**config.mk**
```make
export PLATFORM = sky130hd
export DESIGN_NAME = mux_rr_reg
export DESIGN_NICKNAME = d
export VERILOG_FILES = /design/src/rtl/mux_rr_reg.sv
export SDC_FILE = /design/constraint.sdc
export NUM_CORES = 1
export LEC_CHECK = 0
export BUFFER_PORTS_ARGS = -buffer_cell sky130_fd_sc_hd__buf_2
export CORE_MARGIN = 4
export CORE_UTILIZATION = 41
export CTS_CLUSTER_SIZE = 16
export DETAILED_ROUTE_END_ITERATION = 8
export PLACE_DENSITY = 0.71
export SLEW_MARGIN = 20
export SYNTH_ARGS = -nofsm -noshare
export SYNTH_HDL_FRONTEND = slang
export SYNTH_SLANG_ARGS = --single-unit
```
**constraint.sdc**
```tcl
create_clock -name clk -period 2.6 [get_ports clk]
set_input_delay 0.26 -clock clk [delete_from_list [all_inputs] [get_ports clk]]
set_output_delay 0.26 -clock clk [all_outputs]
set_load 0.02 [all_outputs]
```
**src/rtl/mux_rr_reg.sv**
```systemverilog
// N-channel registered multiplexer with valid/ready on every port.
// Arbitration is either a fixed select or a round-robin pointer; one output register, full throughput.
module mux_rr_reg #(
    parameter  int WIDTH = 2,
    parameter  int N     = 4,
    localparam int SW    = (N > 1) ? $clog2(N) : 1
) (
    input  logic               clk,
    input  logic               rst_n,
    input  logic [N*WIDTH-1:0] in_data,
    input  logic [N-1:0]       in_valid,
    output logic [N-1:0]       in_ready,
    input  logic               mode,
    input  logic [SW-1:0]      sel,
    output logic [WIDTH-1:0]   out_data,
    output logic [SW-1:0]      out_ch,
    output logic               out_valid,
    input  logic               out_ready
);

    logic [WIDTH-1:0] out_data_q, out_data_d;
    logic [SW-1:0]    out_ch_q, out_ch_d;
    logic             out_valid_q, out_valid_d;
    logic [SW-1:0]    ptr_q, ptr_d;

    logic             load;
    logic             grant_valid;
    logic [SW-1:0]    grant_idx;
    logic [WIDTH-1:0] grant_data;

    assign load = !out_valid_q || out_ready;

    // Arbitration: never looks at in_data, so in_ready is independent of data values.
    always_comb begin
        int cand;
        grant_valid = 1'b0;
        grant_idx   = '0;
        cand        = 0;
        if (!mode) begin
            for (int i = 0; i < N; i++) begin
                if (SW'(i) == sel && in_valid[i]) begin
                    grant_valid = 1'b1;
                    grant_idx   = SW'(i);
                end
            end
        end else begin
            // Walk the search order backwards so the earliest position (nearest ptr) wins.
            for (int k = N - 1; k >= 0; k--) begin
                cand = int'(ptr_q) + k;
                if (cand >= N) cand = cand - N;
                for (int i = 0; i < N; i++) begin
                    if (i == cand && in_valid[i]) begin
                        grant_valid = 1'b1;
                        grant_idx   = SW'(i);
                    end
                end
            end
        end
    end

    always_comb begin
        grant_data = '0;
        in_ready   = '0;
        for (int i = 0; i < N; i++) begin
            if (SW'(i) == grant_idx) begin
                grant_data  = in_data[i*WIDTH +: WIDTH];
                in_ready[i] = rst_n && load && grant_valid;
            end
        end
    end

    always_comb begin
        out_data_d  = out_data_q;
        out_ch_d    = out_ch_q;
        out_valid_d = out_valid_q;
        ptr_d       = ptr_q;
        if (load) begin
            out_valid_d = grant_valid;
            if (grant_valid) begin
                out_data_d = grant_data;
                out_ch_d   = grant_idx;
                if (mode) begin
                    ptr_d = (grant_idx == SW'(N - 1)) ? '0 : grant_idx + SW'(1);
                end
            end
        end
    end

    always_ff @(posedge clk or negedge rst_n) begin
        if (!rst_n) begin
            out_data_q  <= '0;
            out_ch_q    <= '0;
            out_valid_q <= 1'b0;
            ptr_q       <= '0;
        end else begin
            out_data_q  <= out_data_d;
            out_ch_q    <= out_ch_d;
            out_valid_q <= out_valid_d;
            ptr_q       <= ptr_d;
        end
    end

    assign out_data  = out_data_q;
    assign out_ch    = out_ch_q;
    assign out_valid = out_valid_q;

endmodule
```
## Word-level counts from Yosys, hierarchy flattened

Index checks and enable logic that the tools add are counted.

- Add/subtract/negate cells: 8
- $lt $le $gt $ge: 4
- Eq/ne operators: 19
- Multiplexer cells: 57
- Reductions and logical operators: 32

Operators with widths:

| operator | count |
|---|---|
| $eq A3 B32 Y1 const A | 8 |
| $mux W32 | 8 |
| $eq A2 B32 Y1 const A | 4 |
| $logic_not A32 Y1 | 4 |
| $mux W2 | 22 |
| $mux W1 | 27 |
| $logic_and A1 B1 Y1 | 22 |
| $sub A3 B3 Y4 const B | 3 |
| $ge A3 B3 Y1 const B | 3 |
| $eq A2 B2 Y1 const A | 4 |
| $add A2 B2 Y3 const B | 2 |
| $eq A1 B2 Y1 const A | 2 |
| $logic_not A2 Y1 | 2 |
| $sub A2 B3 Y4 const B | 1 |
| $add A2 B1 Y3 const B | 1 |
| $ge A2 B3 Y1 const B | 1 |
| $reduce_and A3 Y1 | 1 |
| $add A2 B1 Y2 const B | 1 |
| $eq A2 B2 Y1 const B | 1 |
| $reduce_and A2 Y1 | 1 |
| $logic_not A1 Y1 | 1 |
| $logic_or A1 B1 Y1 | 1 |

- Flip-flop bits (word level): 7
- Input bits: 18
- Output and inout port bits: 9
- Logic and storage cells: 124

## Logic depth before layout (Yosys ltp)

Gate-level depths: netlist of run 1.

- Word-level depth: 27
- Depth in mapped cells: 12
- Mapped depth without buffers: 11

## Worst setup path after synthesis of run 1

No wires, ideal clock.

- Kind: register -> register
- Start point: register ptr_q[1]
- End point: register out_data_q[1], in the netlist out_data[1]
- Library setup time: 0.064 ns
- Data arrival time: 2.355 ns
- Data required time: 2.536 ns
- Path slack: 0.181 ns
- Cell stages (with the launch flop): 12
- Buffers on the path: 1
- Clock period less this slack: 2.419 ns
- Cell sequence: dfrtp_1 -> clkbuf_1 -> maj3_1 -> o311a_1 -> a21oi_1 -> inv_1 -> ha_1 -> nand3b_1 -> a21oi_1 -> a21oi_1 -> o21ai_0 -> mux2_4

- Elaborated cells between the ends (all ways): 93
- Classes of those cells: 7 x add/sub; 4 x order compare; 15 x eq/ne; 45 x mux; 22 x reduce/logical

RTL lines:

| item | line | RTL |
|---|---|---|
| start, declared | 24 | `logic [SW-1:0] ptr_q, ptr_d;` |
| start signal, assigned | 99 | `ptr_q <= ptr_d;` |
| $add A2 B2 Y3 | 49 | `cand = int'(ptr_q) + k;` |
| $sub A3 B3 Y4 or $ge A3 B3 Y1 (tied branches) | 50 | `if (cand >= N) cand = cand - N;` |
| $mux W32 | 50 |  |
| $mux W32 | 39 | `if (!mode) begin` |
| $eq A3 B32 Y1 | 52 | `if (i == cand && in_valid[i]) begin` |
| $logic_and A1 B1 Y1 | 52 |  |
| $mux W2 (13 in series) | 52 |  |
| $mux W2 (*) | 52 |  |
| $mux W2 (*) | 39 |  |
| net grant_idx[1] | 28 | `logic [SW-1:0] grant_idx;` |
| $logic_not A2 Y1 | 65 | `if (SW'(i) == grant_idx) begin` |
| $mux W2 (3 in series) | 65 |  |
| $mux W2 (*) | 65 |  |
| end signal, assigned | 96 | `out_data_q <= out_data_d;` |
| end, declared | 21 | `logic [WIDTH-1:0] out_data_q, out_data_d;` |

The timed path passes the listed nets; every way through them passes the cells marked *. The select of a mux whose other input is x is not followed.
A chain may end at the register's enable or synchronous reset.

## Final worst setup path of run 1

- Start point: register ptr_q[0]
- End point: output in_ready[0]

- Cells in the longest elaborated chain, start to end: 25
- Elaborated cells between the ends (all ways): 87
- Classes of those cells: 7 x add/sub; 4 x order compare; 12 x eq/ne; 42 x mux; 22 x reduce/logical

RTL lines:

| item | line | RTL |
|---|---|---|
| $add A2 B2 Y3 | 49 |  |
| $sub A3 B3 Y4 or $ge A3 B3 Y1 (tied branches) | 50 |  |
| $mux W32 | 50 |  |
| $mux W32 | 39 |  |
| $logic_not A32 Y1 | 52 |  |
| $logic_and A1 B1 Y1 | 52 |  |
| $mux W1 (16 in series) | 52 |  |
| $mux W1 | 39 |  |
| $logic_and A1 B1 Y1 | 67 | `in_ready[i] = rst_n && load && grant_valid;` |
| $mux W1 (*) | 65 |  |
| end, declared | 12 | `output logic [N-1:0] in_ready,` |

Mark *: on every way between the ends. The rest lies on a longest branch, timed or not. The select of a mux whose other input is x is not followed.

==> flow_metrics.py, run 1 <==
metrics = {
    "floorplanning": {
        "fp-row-count": 14,
        "core_um2": 1580,
        "fp.dieArea_um2": 2470,
        "die_width_um": 49.7,
        "ios": 27,
        "start_util_pct": 45.3,
        "chipHeight_um": 49.7,
    },
    "critical_path": {
        "arrival_ps": 2210,
        "crit_path_start_kind": "register",
        "path_buf_inv": 2,
        "cp.required_ps": 2340,
        "cp_top_family": "simple AND/OR/NAND/NOR gates",
        "slowest_stage": "or4_4",
        "path_cells": "inv_4 > or4_4 > a221oi_4 > and3b_2 > and3_1 > buf_2",
        "critical_path_class": "reg2out",
        "critPathMaxStageDelay_ps": 520,
        "path_max_fanout": 7,
        "end_kind": "primary output",
    },
    "clocking": {
        "cts.clk_slew.worst_paths_ps": 50,
        "cts_max_level": 1,
        "cts_tree": "yes",
        "cts-root-buf": "clkbuf_4",
        "cts_sinks": 7,
        "numCtsBuffers": 3,
        "ctsLongestPathBuffers": 2,
        "clkLatencyLatePin_ps": 250,
    },
    "synthesis": {
        "synth_cell_types": 35,
        "synth-seq-area-share_pct": 24.5,
        "ys.warnings.count": 0,
        "syn_nets": 104,
        "avgSynthCellArea_um2": 8.71,
        "ys_seq_elements": 7,
        "synthCells": 82,
        "synth_area_um2": 714,
    },
    "sta": {
        "fmax_ghz": 0.404,
        "setup_viol": 0,
        "worst_pin_slew_ps": 349,
        "maxSlewViolCount": 0,
        "fin_crit_sh_pct": 95.1,
        "clock_skew_ps": 1.06,
        "maxSlewHeadroom_pct": 76.7,
        "tns_ps": 0,
        "fin_crit_ps": 2470,
        "hold_viol_final": 0,
    },
    "run": {
        "cap_violations": 0,
    },
    "grt": {
        "overflow": 0,
        "grt_pass1_vias": 691,
        "grt_pass1_wl_um": 2890,
        "grt_max_degree": 12,
        "grt_antenna_before_repair": 0,
        "track_usage_pct": 14.6,
    },
    "place": {
        "io_buffer_count": 26,
        "dpl.hpwl_um": 1320,
        "place_congestion": 0.894,
        "place_area_um2": 861,
    },
    "routing": {
        "via_count": 742,
        "wl_um": 1800,
        "drt_pass1_iterations": 4,
        "drc": 0,
        "post_drt_wl_per_cell_um": 13.6,
        "ant_nets": 0,
        "drt_iter0_drc": 17,
        "vias_per_cell": 5.62,
    },
    "layout": {
        "stdcell_area_um2": 948,
        "layout_common_cells": "buf_2, nand2_1, a21oi_1",
        "layout-drive-gt1-share_pct": 44.0,
        "n_antenna_cell": 0,
        "syn_to_final_growth_pct": 32.7,
        "final_common_cell": "buf_2",
        "nets": 139,
    },
    "power_and_ir_drop": {
        "p_per_area_nw_per_um2": 764,
        "p_leak_nw": 0.484,
        "vdd_ir_drop_max_uv": 500,
    },
    "status": {
        "status": "complete, no violations",
    },
    "worst_hold_path": {
        "hp-class": "in2reg",
    },
}
## path summary, 6_finish.rpt
| path | start | end | slack [ps] | cells past startpoint |
|---|---|---|---|---|
| setup / recovery | ptr_q[0] | in_ready[0] | 130 | 6 |
| hold / removal | out_ready | out_valid | 310 | 3 |
| setup reg to reg | ptr_q[0] | out_data[1] | 210 | 11 |
| hold reg to reg | out_data[1] | out_data[1] | 510 | 1 |
| max in group asynchronous | rst_n | ptr_q[1] | 2000 | 2 |
| min in group asynchronous | rst_n | out_data[1] | 400 | 2 |
## power breakdown
group / internal [mW] / switching, mW / total [mW] / leakage (nW)
Sequential: 0.156 / 0.0429 / 0.199 / 0.0811
Combinational: 0.209 / 0.223 / 0.431 / 0.388
Clock: 0.0583 / 0.0366 / 0.0950 / 0.0150
## synthesized netlist by cell type (all sizes together)
library cell | instances | area [µm²]
ha | 4 | 50.1
o221a | 1 | 11.3
o221ai | 1 | 8.76
and2b | 1 | 7.51
mux2 | 6 | 82.6
maj3 | 1 | 10.0
nand2b | 3 | 18.8
and3 | 5 | 31.3
and3b | 1 | 8.76
nor2b | 2 | 12.5
nor3 | 1 | 5.00
o21bai | 1 | 7.51
nand4 | 1 | 6.26
nor2 | 2 | 7.51
or3b | 1 | 8.76
buf | 2 | 22.5
or4 | 2 | 18.8
inv | 6 | 25.0
clkbuf | 1 | 3.75
o21ai | 8 | 40.0
a221oi | 1 | 15.0
o2111ai | 1 | 8.76
o311a | 1 | 10.0
dfrtp | 7 | 175
mux2i | 2 | 20.0
a21oi | 8 | 40.0
and2 | 1 | 6.26
a211oi | 1 | 7.51
nand2 | 8 | 30.0
nand3b | 2 | 15.0
## metrics by stage
| stage | cells | utilization, % | setup slack, ps | hold WS (ps) | power [mW] |
|---|---|---|---|---|---|
| after global placement | 124 | 54.6 | 175 | 118 | 0.586 |
| final | 132 | 60.2 | 127 | 312 | 0.725 |
| after floorplan | 82 | - | 181 | -35.6 | 0.487 |
| after global routing | 132 | 60.2 | -11.7 | 352 | 0.790 |
| after CTS | 129 | 58.0 | 26.1 | 309 | 0.705 |
| after detailed placement | 124 | 54.6 | 101 | 121 | 0.590 |
## metal layers
metal	vias up	share of wire (%)	wire length, µm	track usage (%)
met5	-	0	0	0
met4	0	1.1	20	5.53
met3	2	5.2	93	1.51
met2	26	47	848	23.6
met1	344	46	835	19.8
li1	370	-	-	-
## kinds of logic (layout without fill, tap and decap cells)
group,after synthesis,count (layout),share of synthesized area (%)
AOI/OAI and AO/OA,23,23,20.8
adders and majority gates,5,5,8.41
buffers and inverters,9,43,7.18
DFF,7,7,24.5
muxes,8,8,14.4
and+or+nand+nor,30,30,24.7
## final cells by class
type | instances | area, µm²
clock buffers | 4 | 26.3
flip-flops and latches | 7 | 178
repair buffers | 33 | 185
multi-input cells | 66 | 514
fillers | 146 | 628
inverters | 6 | 25.0
well taps | 16 | 20.0
## what timing repair did
action                                  4_1_cts  5_1_grt
endpoints found under the hold margin         7        0
endpoints found under the setup margin        4        5
resized for setup                             3        5
hold buffers                                  1        0
setup buffers                                 0        3
## flip-flops by register name, summed over array words and instances, names as in the netlist
register / count
out_data: 2
out_ch: 2
out_valid: 1
ptr_q: 2
## worst register-to-register path: cells and delay by family (launching register included)
| family | cells | cell delay, ps |
|---|---|---|
| DFF | 1 | 410 |
| buffers and inverters | 2 | 140 |
| muxes | 1 | 160 |
| adders and majority gates | 2 | 560 |
| and+or+nand+nor | 1 | 170 |
| AOI/OAI and AO/OA | 5 | 900 |
No activity file was read; power rests on OpenSTA's default activity.
==> inputs of run 2 (changes only) <==
--- a/config.mk
+++ b/config.mk
@@ -6,11 +6,13 @@
 export NUM_CORES = 1
 export LEC_CHECK = 0
 export BUFFER_PORTS_ARGS = -buffer_cell sky130_fd_sc_hd__buf_2
+export CELL_PAD_IN_SITES_DETAIL_PLACEMENT = 1
+export CELL_PAD_IN_SITES_GLOBAL_PLACEMENT = 1
 export CORE_MARGIN = 4
-export CORE_UTILIZATION = 41
+export CORE_UTILIZATION = 31
 export CTS_CLUSTER_SIZE = 16
 export DETAILED_ROUTE_END_ITERATION = 8
-export PLACE_DENSITY = 0.71
+export PLACE_DENSITY = 0.77
 export SLEW_MARGIN = 20
 export SYNTH_ARGS = -nofsm -noshare
 export SYNTH_HDL_FRONTEND = slang
==> run 2 against run 1 <==
Non-clock buffer count fell by 1. Critical endpoint unchanged. Wire length rose by 18%. Core utilization fell by 17 points.
==> flow_metrics.py, run 2 (synthesis results as in run 1) <==
metrics = {
    "critical_path": {
        "path_max_fanout": 6,
        "arrival_ps": 2230,
        "end_kind": "primary output",
        "reg2reg_depth": 10,
        "cp.required_ps": 2340,
        "reg2reg_slack_ps": 240,
        "crit_path_start_kind": "register",
        "r2r_start": "ptr_q[1]",
        "critical_path_class": "reg2out",
        "rr_endpoint": "out_data[1]",
    },
    "power_and_ir_drop": {
        "vdd_ir_drop_max_uv": 334,
        "power.total_uw": 741,
        "p_per_area_nw_per_um2": 776,
        "p_leak_nw": 0.479,
    },
    "place": {
        "place_congestion": 0.817,
        "io_buffer_count": 26,
        "dpl.hpwl_um": 1640,
    },
    "grt": {
        "grt_pass1_wl_um": 3400,
        "track_usage_pct": 13.5,
        "grt_pass1_vias": 763,
        "grt_antenna_before_repair": 0,
        "overflow": 0,
        "grt_max_degree": 16,
    },
    "routing": {
        "drc": 0,
        "ant_nets": 0,
        "via_count": 730,
        "wl_um": 2120,
        "drt_iter0_drc": 3,
        "drt_pass1_iterations": 2,
        "vias_per_cell": 5.10,
        "post_drt_wl_per_cell_um": 14.8,
    },
    "worst_hold_path": {
        "hp-class": "in2reg",
        "hold_start": "out_ready",
        "min_delay_path_depth": 3,
        "hold-path-endpoint": "out_valid",
    },
    "clocking": {
        "cts_sinks": 7,
        "cts.clk_slew.worst_paths_ps": 60,
        "ctsLongestPathBuffers": 2,
        "clkLatencyLatePin_ps": 260,
        "cts_max_level": 1,
        "cts-root-buf": "clkbuf_4",
        "cts_tree": "yes",
        "numCtsBuffers": 3,
    },
    "floorplanning": {
        "fp.dieArea_um2": 3140,
        "die_width_um": 56.0,
        "ios": 27,
        "start_util_pct": 32.3,
        "core_um2": 2210,
        "chipHeight_um": 56.0,
        "fp-row-count": 17,
    },
    "sta": {
        "hold_viol_final": 0,
        "fin_crit_sh_pct": 95.9,
        "clock_skew_ps": 6.22,
        "maxSlewViolCount": 0,
        "fin_crit_ps": 2490,
        "setup_viol": 0,
        "fmax_ghz": 0.401,
        "maxSlewHeadroom_pct": 79.1,
        "worst_pin_slew_ps": 314,
        "tns_ps": 0,
    },
    "layout": {
        "nets": 138,
        "syn_to_final_growth_pct": 33.8,
        "layout_common_cells": "buf_2, nand2_1, a21oi_1",
        "final_common_cell": "buf_2",
        "nFillCells": 285,
        "layout-drive-gt1-share_pct": 43.5,
        "n_antenna_cell": 0,
    },
    "run": {
        "cap_violations": 0,
    },
    "status": {
        "status": "complete, no violations",
    },
}
-- run 2: what timing repair did --
item	4_1_cts	5_1_grt
setup buffers	1	1
hold buffers	1	0
endpoints found under the hold margin	7	0
gates resized for setup	2	6
setup endpoints to repair	4	5
-- run 2: worst max path at each step --
stage	depth (start not counted)	slack (ps)	from	to
detailed placement	11	80	ptr_q[0]	out_data[1]
CTS	7	20	ptr_q[1]	in_ready[3]
global route	8	-3	ptr_q[0]	in_ready[2]
floorplan	11	180	ptr_q[1]	out_data[1]
global placement	11	100	ptr_q[0]	out_data[1]
finish	6	110	ptr_q[0]	in_ready[0]
-- run 2: per-stage QoR --
step           instances  utilization, %  hold slack [ps]  area, µm²  setup slack, ps
6_report             143            43.2              297        956              106
5_1_grt              143            43.2              306        956            -3.14
4_1_cts              142            41.7              296        922             24.9
3_5_place_dp         136            39.6              127        876             83.8
3_3_place_gp         136            39.6              122        876             97.6
2_1_floorplan         82               -            -35.6        714              181
-- run 2: power breakdown --
part	internal (mW)	switching [mW]
clock network	0.0589	0.0450
logic	0.207	0.222
registers	0.156	0.0534
total	0.421	0.320
-- run 2: layer usage --
metal	global-route usage (%)	vias up	share of wire (%)
li1	-	364	-
met1	15.0	339	43
met2	24.0	25	49
met3	4.41	2	7.3
met4	4.07	0	0.80
met5	0	-	0
-- run 2: cell type report --
cell class                      count  area [µm²]  share of cell area (%)
Inverter                            6        25.0                    2.62
Multi-Input combinational cell     66         514                    53.8
Timing Repair Buffer               32         178                    18.6
Clock buffer                        4        26.3                    2.75
Sequential cell                     7         178                    18.6
Tap cell                           28        35.0                    3.66
-- run 2: worst max-delay path, stage by stage (launching register included) --
cell and delay (ps):
dfrtp_2 420, inv_4 60, or4_4 520, a221oi_4 330, and3b_2 290, and3_1 190
buf_2 150
